### config.mk
export PLATFORM = sky130hd
export DESIGN_NAME = vsng
export DESIGN_NICKNAME = d
export VERILOG_FILES = /design/src/rtl/sc_pkg.sv /design/src/rtl/vsng_vdc.sv /design/src/rtl/vsng.sv
export SDC_FILE = /design/constraint.sdc
export NUM_CORES = 1
export LEC_CHECK = 0
export CAP_MARGIN = 10
export CORE_MARGIN = 5
export CORE_UTILIZATION = 50
export CTS_BUF_LIST = sky130_fd_sc_hd__clkbuf_2 sky130_fd_sc_hd__clkbuf_4 sky130_fd_sc_hd__clkbuf_8
export CTS_CLUSTER_DIAMETER = 80
export DETAILED_ROUTE_END_ITERATION = 6
export PLACE_DENSITY_LB_ADDON = 0.05
export SETUP_SLACK_MARGIN = 0.1
export SYNTH_ARGS = -nofsm -noshare
export SYNTH_HDL_FRONTEND = slang
export SYNTH_SLANG_ARGS = --single-unit
### constraint.sdc
create_clock -name clk -period 4.7 [get_ports clk]
set_input_delay 0.94 -clock clk [delete_from_list [all_inputs] [get_ports clk]]
set_output_delay 0.94 -clock clk [all_outputs]
set_load 0.1 [all_outputs]
### src/rtl/sc_pkg.sv
// Shared definitions for the stochastic-computing datapath blocks.
// Holds the generator state encoding and the bit-reversal helper used by SNG/decoder sources.
package sc_pkg;

  typedef enum logic [1:0] {
    IDLE = 2'd0,
    RUN  = 2'd1,
    DONE = 2'd2
  } vsng_state_t;

  localparam int BITREV_MAX_W = 32;

  // Reverses the low n bits of v; bits at and above n come back as zero.
  function automatic logic [BITREV_MAX_W-1:0] bitrev(input logic [BITREV_MAX_W-1:0] v,
                                                      input int n);
    logic [BITREV_MAX_W-1:0] r;
    r = '0;
    for (int i = 0; i < BITREV_MAX_W; i++) begin
      if (i < n) r[n-1-i] = v[i];
    end
    return r;
  endfunction

endpackage

### src/rtl/vsng_vdc.sv
// van der Corput source: beat counter plus its bit-reversed view.
// The counter only moves on an accepted beat so the sequence survives backpressure.
module vdc_source
  import sc_pkg::*;
#(
  parameter int TW = 8
) (
  input  logic          clk,
  input  logic          rst_n,
  input  logic          clr,
  input  logic          inc,
  output logic [TW-1:0] cnt,
  output logic [TW-1:0] r
);

  always_ff @(posedge clk or negedge rst_n) begin
    if (!rst_n) begin
      cnt <= '0;
    end else if (clr) begin
      cnt <= '0;
    end else if (inc) begin
      cnt <= cnt + 1'b1;
    end
  end

  assign r = TW'(bitrev(32'(cnt), TW));

endmodule

### src/rtl/vsng.sv
// Variable-precision stochastic number generator: W-bit value to unipolar bitstream.
// Stream length 2^L shrinks by half per rshift so the consumer can stop on a power-of-two boundary.
module vsng
  import sc_pkg::*;
#(
  parameter int W  = 4,
  parameter int TW = 8
) (
  input  logic         clk,
  input  logic         rst_n,
  input  logic         start,
  input  logic [W-1:0] x_in,
  input  logic         rshift,
  input  logic         term,
  output logic         z,
  output logic         z_valid,
  input  logic         z_ready,
  output logic         z_last,
  output logic         busy,
  output logic         done
);

  localparam int LW = $clog2(TW + 1);

  vsng_state_t   state, state_nxt;
  logic [LW-1:0] l_q, l_eff;
  logic [TW-1:0] x_q;
  logic [TW-1:0] cnt, r;
  logic [TW:0]   limit;
  logic          in_run, in_idle, launch, accept, last_hit;

  assign in_run  = (state == RUN);
  assign in_idle = (state == IDLE);
  assign launch  = in_idle && start;
  assign accept  = in_run && z_ready && !term;

  vdc_source #(.TW(TW)) u_vdc (
    .clk   (clk),
    .rst_n (rst_n),
    .clr   (launch),
    .inc   (accept),
    .cnt   (cnt),
    .r     (r)
  );

  // Same-cycle rshift already shortens the stream, so an overshooting cnt ends it on this beat.
  assign l_eff    = (in_run && rshift && !term && (l_q != '0)) ? l_q - LW'(1) : l_q;
  assign limit    = ((TW+1)'(1) << l_eff) - (TW+1)'(1);
  assign last_hit = ({1'b0, cnt} >= limit);

  assign z      = in_run && (x_q > r);
  assign z_last = in_run && last_hit;

  always_ff @(posedge clk or negedge rst_n) begin
    if (!rst_n) begin
      state <= IDLE;
    end else begin
      state <= state_nxt;
    end
  end

  always_ff @(posedge clk or negedge rst_n) begin
    if (!rst_n) begin
      l_q <= LW'(TW);
      x_q <= '0;
    end else if (launch) begin
      l_q <= LW'(TW);
      x_q <= TW'(x_in) << (TW - W);
    end else if (in_run) begin
      l_q <= l_eff;
    end
  end

  always_comb begin
    state_nxt = state;
    unique case (state)
      IDLE: if (start) state_nxt = RUN;
      RUN: begin
        if (term) state_nxt = DONE;
        else if (accept && last_hit) state_nxt = DONE;
      end
      DONE:    state_nxt = IDLE;
      default: state_nxt = IDLE;
    endcase
  end

  always_comb begin
    z_valid = 1'b0;
    busy    = 1'b0;
    done    = 1'b0;
    unique case (state)
      RUN: begin
        z_valid = 1'b1;
        busy    = 1'b1;
      end
      DONE:    done = 1'b1;
      default: ;
    endcase
  end

endmodule
; Word level (Yosys, flattened, before mapping)
; Index checks and enable logic that the tools add are counted.
[classes]
n_addsub = 3
order_cmp = 2
n_eq_ne = 4
shift = 1
n_mux = 11
reduce_logical = 15
[ops]
columns = operator, count
row1 = $mux W8, 2
row2 = $mux W4, 3
row3 = $ge A8 B9 Y1, 1
row4 = $logic_and A1 B1 Y1, 9
row5 = $shl A1 B4 Y9 const A, 1
row6 = $sub A9 B2 Y9 const B, 1
row7 = $add A8 B1 Y8 const B, 1
row8 = $gt A8 B8 Y1, 1
row9 = $mux W2, 3
row10 = $pmux W2 S2, 1
row11 = $reduce_bool A2 Y1, 2
row12 = $reduce_bool A4 Y1, 1
row13 = $sub A4 B1 Y4 const B, 1
row14 = $ne A3 B2 Y1 const B, 1
row15 = $eq A2 B1 Y1 const B, 1
row16 = $eq A2 B2 Y1 const B, 1
row17 = $logic_not A2 Y1, 1
row18 = $mux W1, 2
row19 = $ne A2 B2 Y1 const B, 1
row20 = $reduce_and A2 Y1, 1
row21 = $logic_not A1 Y1, 1
[totals]
register_bits = 18
in_bits = 10
output_inout_bits = 5
elab_cells = 40

; Depth between registers and ports, before layout
; Gate-level depths: netlist of the first run.
[logic_depth]
ltp_word = 12
ltp_mapped = 18

; By module
; From an unflattened synthesis of the first run, not the netlist that was laid out.
[hier_totals]
cells_unflattened = 177
area_unflattened_um2 = 1600.3
[by_module_without_submodules]
columns = mod, instances, cells_each, area_per_inst_um2, seq_area_each_um2
row1 = vsng, 1, 132, 1143.6, 251.5
row2 = vdc_source, 1, 45, 456.7, 200.2

; Least setup slack after synthesis of the first run
; No wires, ideal clock.
[synth_timing]
path_kind = input to output
from = in term
to = out z_last
arrival_time_ps = 4641
t_required_ps = 3760
slack_ps = -881
stages = 13
path_buffers = 0
path_cell_list = nand4bb_1 a21oi_2 xnor2_1 nand3_1 ha_1 o21ai_1 a32oi_1 ha_1 o21a_1 nand3_1 o31ai_1 nand2_1 a21oi_1
[synth_via]
elab_chain_len = 8
[synth_lines]
columns = item, line
row1 = from (decl), vsng.sv:14  ; input logic term,
row2 = $logic_not A1 Y1, vsng.sv:47  ; assign l_eff = (in_run && rshift && !term && (l_q != '0)) ? l_q - LW'(1) : l_q;
row3 = $logic_and A1 B1 Y1 (2 in a row), vsng.sv:47
row4 = $mux W4, vsng.sv:47
row5 = $shl A1 B4 Y9, vsng.sv:48  ; assign limit = ((TW+1)'(1) << l_eff) - (TW+1)'(1);
row6 = $sub A9 B2 Y9, vsng.sv:48
row7 = $ge A8 B9 Y1, vsng.sv:49  ; assign last_hit = ({1'b0, cnt} >= limit);
row8 = $logic_and A1 B1 Y1, vsng.sv:52  ; assign z_last = in_run && last_hit;
row9 = to (decl), vsng.sv:18  ; output logic z_last,
; Every way passes these cells.

; Worst setup path in the final report of the first run
[layout_timing]
from = in term
to = reg l_q[1]
[layout_via]
elab_chain_len = 6
[layout_lines]
columns = item, line
row1 = $logic_not A1 Y1, vsng.sv:47
row2 = $logic_and A1 B1 Y1 (2 in a row), vsng.sv:47
row3 = $mux W4, vsng.sv:47
row4 = $mux W4, vsng.sv:69  ; end else if (in_run) begin
row5 = $mux W4, vsng.sv:66  ; end else if (launch) begin
row6 = to (signal assigned), vsng.sv:64  ; l_q <= LW'(TW);
row7 = to (signal assigned), vsng.sv:67  ; l_q <= LW'(TW);
row8 = to (signal assigned), vsng.sv:70  ; l_q <= l_eff;
row9 = to (decl), vsng.sv:26  ; logic [LW-1:0] l_q, l_eff;
; Every way passes these cells. The select of a mux whose other input is x is not followed.
; A chain may end at the register's enable or synchronous reset.

==> metrics.yaml, run 1 <==
min_path_type: "reg2reg"
ys_seq_area_share_pct: 31.45
worstReg2RegStart: "l_q[3]"
worst_hold_slack_ps: 521.7
wire_per_inst_um: 17.61
antennaDiodeCount: 0
crit_arrival_ps: 4760
path_max_fanout: 4
yosys.area.top_type: "dfrtp_1"
place_congestion: 0.8656
grt_max_degree: 19
die_y_um: 63.60
synth.yosys.warnings: 0
cts_root_buffer: "clkbuf_4"
peakVddDrop_mv: 0.7456
p_leak_nw: 0.9648
io_pins: 15
dr.first_iter.drc_count: 147
finalCriticalPeriod_ps: 4547
tightest_slew_ps: 968.4
die-area_um2: 4045
vias: 1456
synth_fp_nets: 181
ys_types: 48
hold_depth: 1
setup_ws_ps: 153.1
timing.critical_path.mode_cell: "buf_4"
rrSetupSlack_ps: 310
drive_gt1_share_pct: 42.27
drtAntennaViolNets: 0
synth_top_area_share_pct: 29.62
final_cells: 251
synth_common_cells: "17 x dfrtp_1, 15 x ha_1, 15 x nor2_1, 14 x nand2_1, 8 x nand3_1"
synth.most_common_cell: "dfrtp_1"
max_freq_ghz: 0.2199
fp.dieW_um: 63.60
drcViolationCount: 0
cts_sinks: 18
dp_slack_ps: -308.9
regToRegEndpoint: "l_q[1]"
area_delta_synth_final_pct: 50.35
syn_avg_cell_area_um2: 9.208
netlist_area_um2: 1436
cts_buffers: 3
cap_violations: 0
viasPerCell: 5.801
dp_hpwl_mm: 2.446
status: "finished clean"
slew_headroom_pct: 35.24
reg2regPathDepth: 28
cts.clk_slew.worst_paths_ps: 100
synth_seq_cells: 18
fin_nets: 246
synth-edff-count: 0
track_usage_pct: 21.70
worst-setup-path-type: "in2reg"
synth_cells: 156
critPathRequiredTime_ps: 4920
setup_viol: 0
coreArea_um2: 2758
drtPass1Iterations: 4
cpMaxStageDelayCell: "nand4bb_4"
clockBufferDepth: 2
clock_latency_ps: 300
gr-total-overflow: 0
hold_violations: 0
max_stage_delay_ps: 230
hp-start: "x_q[4]"
end_kind: "register"
grt_antenna_before_repair: 0
p_per_area_nw_per_um2: 744.0
cp-start-kind: "input port"
num_rows: 19
total_power_mw: 1.607
initial_core_util_pct: 52.09
ys_async_sr_fraction_pct: 100.0
grt_pass1_vias: 1525
holdPathEnd: "x_q[4]"
slew_viol_final: 0
wl_mm: 4.419
placed_cells: 212
synth-main-ff-cell: "dfrtp_1"
rsz0062_at_grt: "true"
io_buffers: 14
crit_path_start: "term"
postCtsHoldBufs: 0
fin_skew_ps: 5.216
grt_pass1_wl_mm: 7.079
period_share_pct: 96.74
h-tree-depth: 1
synth.area.top_cells: "dfrtp_1 30%, ha_1 13%, xnor2_1 4.3%"
cts_tree: "done"
## metrics by stage
step	setup TNS, ps	cell area (µm²)	utilization [%]
floorplan	0	1484	-
global placement	-211.6	1767	64.07
detailed placement	-308.9	1767	64.07
CTS	0	2049	74.32
global route	0	2160	78.31
finish	0	2160	78.31
## report_power, final
group / leakage, nW / switching (mW) / internal (mW) / total (mW)
Combinational: 0.715 / 0.621 / 0.638 / 1.26
Clock: 0.0184 / 0.0495 / 0.0388 / 0.0883
Sequential: 0.231 / 0.0570 / 0.202 / 0.259
Total: 0.965 / 0.728 / 0.879 / 1.61
## placed cells by master (no fill, tap or decap), types with 3 or more instances in the layout
| cell | synthesis | routed |
|---|---|---|
| clkbuf_4 | 0 | 4 |
| inv_1 | 7 | 5 |
| nor2_1 | 15 | 14 |
| xor2_1 | 4 | 4 |
| nand4_1 | 3 | 3 |
| xnor2_1 | 7 | 6 |
| o21ai_0 | 7 | 6 |
| nand2_1 | 14 | 12 |
| mux2_2 | 5 | 5 |
| nand2b_1 | 6 | 6 |
| ha_1 | 15 | 12 |
| buf_6 | 0 | 4 |
| clkdlybuf4s50_1 | 0 | 11 |
| buf_4 | 1 | 48 |
| dfrtp_1 | 17 | 15 |
| nand3_1 | 8 | 6 |
## worst max-delay path, delay by kind of cell
family	cells	cell delay [ps]
AO/OA/AOI/OAI	3	450
AND/OR/NAND/NOR	1	230
buffers and inverters	25	3130
## per-layer routing
layer	track usage, %	vias to the layer above	wire (µm)	share of wire (%)
met5	0	-	0	0
met4	14.81	0	338	7.6
met3	3.730	24	173	3.9
met2	37.44	43	2219	50
met1	23.83	699	1689	38
li1	-	690	-	-
## worst max path at each step
stage              to  cells past startpoint
2_1_floorplan  z_last                     14
3_3_place_gp   z_last                     16
3_5_place_dp   z_last                     16
4_1_cts        z_last                     15
5_1_grt        z_last                     17
6_report       l_q[1]                     29
## repair_timing
action,in CTS,in global routing
hold endpoints to repair,0,0
pin swaps,12,13
resized for setup,13,22
endpoints found under the setup margin,1,2
setup buffers,28,8
## cells by family after synthesis
kind of cell	after synthesis	synth area share, %
multiplexers	8	6.010
XOR/XNOR	11	6.707
AND/OR/NAND/NOR	61	23.61
AO/OA/AOI/OAI	31	15.50
buffers and inverters	12	3.659
adder cells (fa/ha/maj)	15	13.07
flip-flops	18	31.45
## cell type report
class                           instances  area, µm²
Multi-Input combinational cell        126       1070
Clock buffer                            4      30.03
Tap cell                               31      38.79
Inverter                                7      26.28
Timing Repair Buffer                   65      540.5
Fill cell                             193      598.1
Sequential cell                        18      454.2
## state kept, by name (all words and copies together), names as in the netlist
signal	cells
x_q	4
state	2
l_q	4
u_vdc.cnt	8
No activity file was read; power rests on OpenSTA's default activity.
==> run 2: changes to the inputs <==
- clock period: 4.7 -> 5.85 ns (I/O delays scaled with it)
==> run 2 against run 1 <==
Net effect:
- setup slack better by 200 ps
- via count down 19%
- wire length down 29%
- highest routed layer unchanged
- first-iteration DRC count down 50%
- critical path depth down 13
- global-route usage down 5.9 points
- register-to-register slack better by 1900 ps
- sequential share of layout area up 5.8 points
- non-clock buffer count down 50
==> metrics.yaml, run 2 (synthesis gave the netlist of run 1 again) <==
slew_headroom_pct: 17.84
holdPathEnd: "x_q[5]"
setup_viol: 0
io_buffers: 14
postCtsHoldBufs: 0
crit_arrival_ps: 4320
num_rows: 19
drtPass1Iterations: 4
grt_pass1_wl_mm: 5.237
p_per_area_nw_per_um2: 508.6
slew_viol_final: 0
cts_root_buffer: "clkbuf_4"
status: "finished clean"
cts-resized-gates: 0
dp_hpwl_mm: 2.331
grt_pass1_vias: 1171
clock_latency_ps: 300
hold_depth: 1
critPathRequiredTime_ps: 4680
final_common_cell: "dfrtp_1"
hold_violations: 0
finalCriticalPeriod_ps: 5494
worst-setup-path-type: "in2out"
crit_chain: "clkdlybuf4s50_1 > nand4bb_4 > a21oi_4 > nand3_1 > o31ai_1 > nand2_1 > ha_1 > o21ai_1 > a32oi_1 > ha_1 > o21a_1 > nand3_1 > o31ai_2 > nand2_1 > a21oi_2 > buf_12"
min_path_type: "reg2reg"
largest_register: "u_vdc.cnt"
rrSetupSlack_ps: 2200
end_kind: "primary output"
fp.dieW_um: 63.60
path_max_fanout: 7
grt_antenna_before_repair: 0
power.share.switching_pct: 50.39
max_stage_delay_ps: 450
clkPwrFrac_pct: 9.3
wire_per_inst_um: 15.55
rsz0062_at_grt: "false"
gr-total-overflow: 0
drive_gt1_share_pct: 13.53
total_power_mw: 0.8560
grt_max_degree: 19
viasPerCell: 5.851
cts_tree: "done"
coreArea_um2: 2758
hp-start: "x_q[5]"
drcViolationCount: 0
initial_core_util_pct: 52.09
area_delta_synth_final_pct: 17.16
postCtsSetupRepairBufs: 0
largest_reg_flops: 8
cap_violations: 0
internal_power_mw: 0.4247
fin_skew_ps: 10.84
final_cell_mix: "17 x dfrtp_1, 15 x nor2_1, 15 x ha_1, 14 x nand2_1, 13 x clkdlybuf4s50_1"
p_leak_nw: 0.7164
cts_sinks: 18
fill_cells: 237
cts_buffers: 3
die_y_um: 63.60
setup_tns_ps: 0
io_pins: 15
cts.clk_slew.worst_paths_ps: 120
top_regs: "u_vdc.cnt (8), l_q (4), x_q (4)"
final_util_pct: 61.03
worstReg2RegStart: "l_q[0]"
wl_mm: 3.125
p_sw_mw: 0.4313
pwr-share-seq_pct: 24.0
tightest_slew_ps: 1227
h-tree-depth: 1
place_congestion: 0.8871
reg2regPathDepth: 16
track_usage_pct: 15.85
vias: 1176
peakVddDrop_mv: 0.3244
regToRegEndpoint: "state[0]"
dr.first_iter.drc_count: 73
die-area_um2: 4045
clockBufferDepth: 2
cp-start-kind: "input port"
combPwrFrac_pct: 66.8
period_share_pct: 93.91
antennaDiodeCount: 0
drtAntennaViolNets: 0
max_freq_ghz: 0.1820
cpMaxStageDelayCell: "clkdlybuf4s50_1"
fin_nets: 196
-- run 2: worst max-delay path by stage --
stage	depth (start not counted)	from	end	slack (ps)
2_1_floorplan	13	term	z_last	410
3_3_place_gp	15	term	z_last	260
3_5_place_dp	16	term	z_last	200
4_1_cts	16	term	z_last	180
5_1_grt	17	term	z_last	80
6_report	16	term	z_last	360
-- run 2: layout make-up --
class	instances	area [µm²]	area share (%)
Clock buffer	4	36.28	2.156
Inverter	7	26.28	1.561
Multi-Input combinational cell	126	972.2	57.77
Sequential cell	18	451.7	26.84
Tap cell	31	38.79	2.305
Timing Repair Buffer	15	157.7	9.368
-- run 2: worst max-delay path, delay by kind of cell --
family,cells,cell delay (ps)
AOI/OAI and AO/OA,7,1200
adders and majority gates,2,570
buffers and inverters,2,640
and+or+nand+nor,5,730
-- run 2: per-layer routing --
layer | share of wire [%] | vias to the layer above | track usage [%]
li1 | - | 593 | -
met2 | 53 | 13 | 27.03
met5 | 0 | - | 0
met1 | 43 | 563 | 19.63
met3 | 2.5 | 7 | 2.664
met4 | 1.8 | 0 | 6.234
-- run 2: power by group through the flow --
stage	Sequential [mW]	Combinational, mW	Clock (mW)
global route	0.211	0.640	0.0886
detailed placement	0.205	0.553	0
floorplan	0.187	0.462	0
global placement	0.204	0.542	0
CTS	0.203	0.556	0.0813
finish	0.205	0.572	0.0792
-- run 2: stage by stage --
step	instance area [µm²]	hold WS (ps)	setup slack, ps	std cells
after global placement	1610	506.7	258.6	197
after CTS	1647	533.9	175.3	201
after floorplan	1440	487.5	412.6	156
after global routing	1683	573.0	75.88	201
final	1683	535.7	356.3	201
after detailed placement	1610	506.9	196.7	197
==> run 3: changes to the inputs <==
- SLEW_MARGIN: unset -> 10
==> results of run 3 <==
Same layout as run 2: the final DEF is identical, and so are final timing and power.
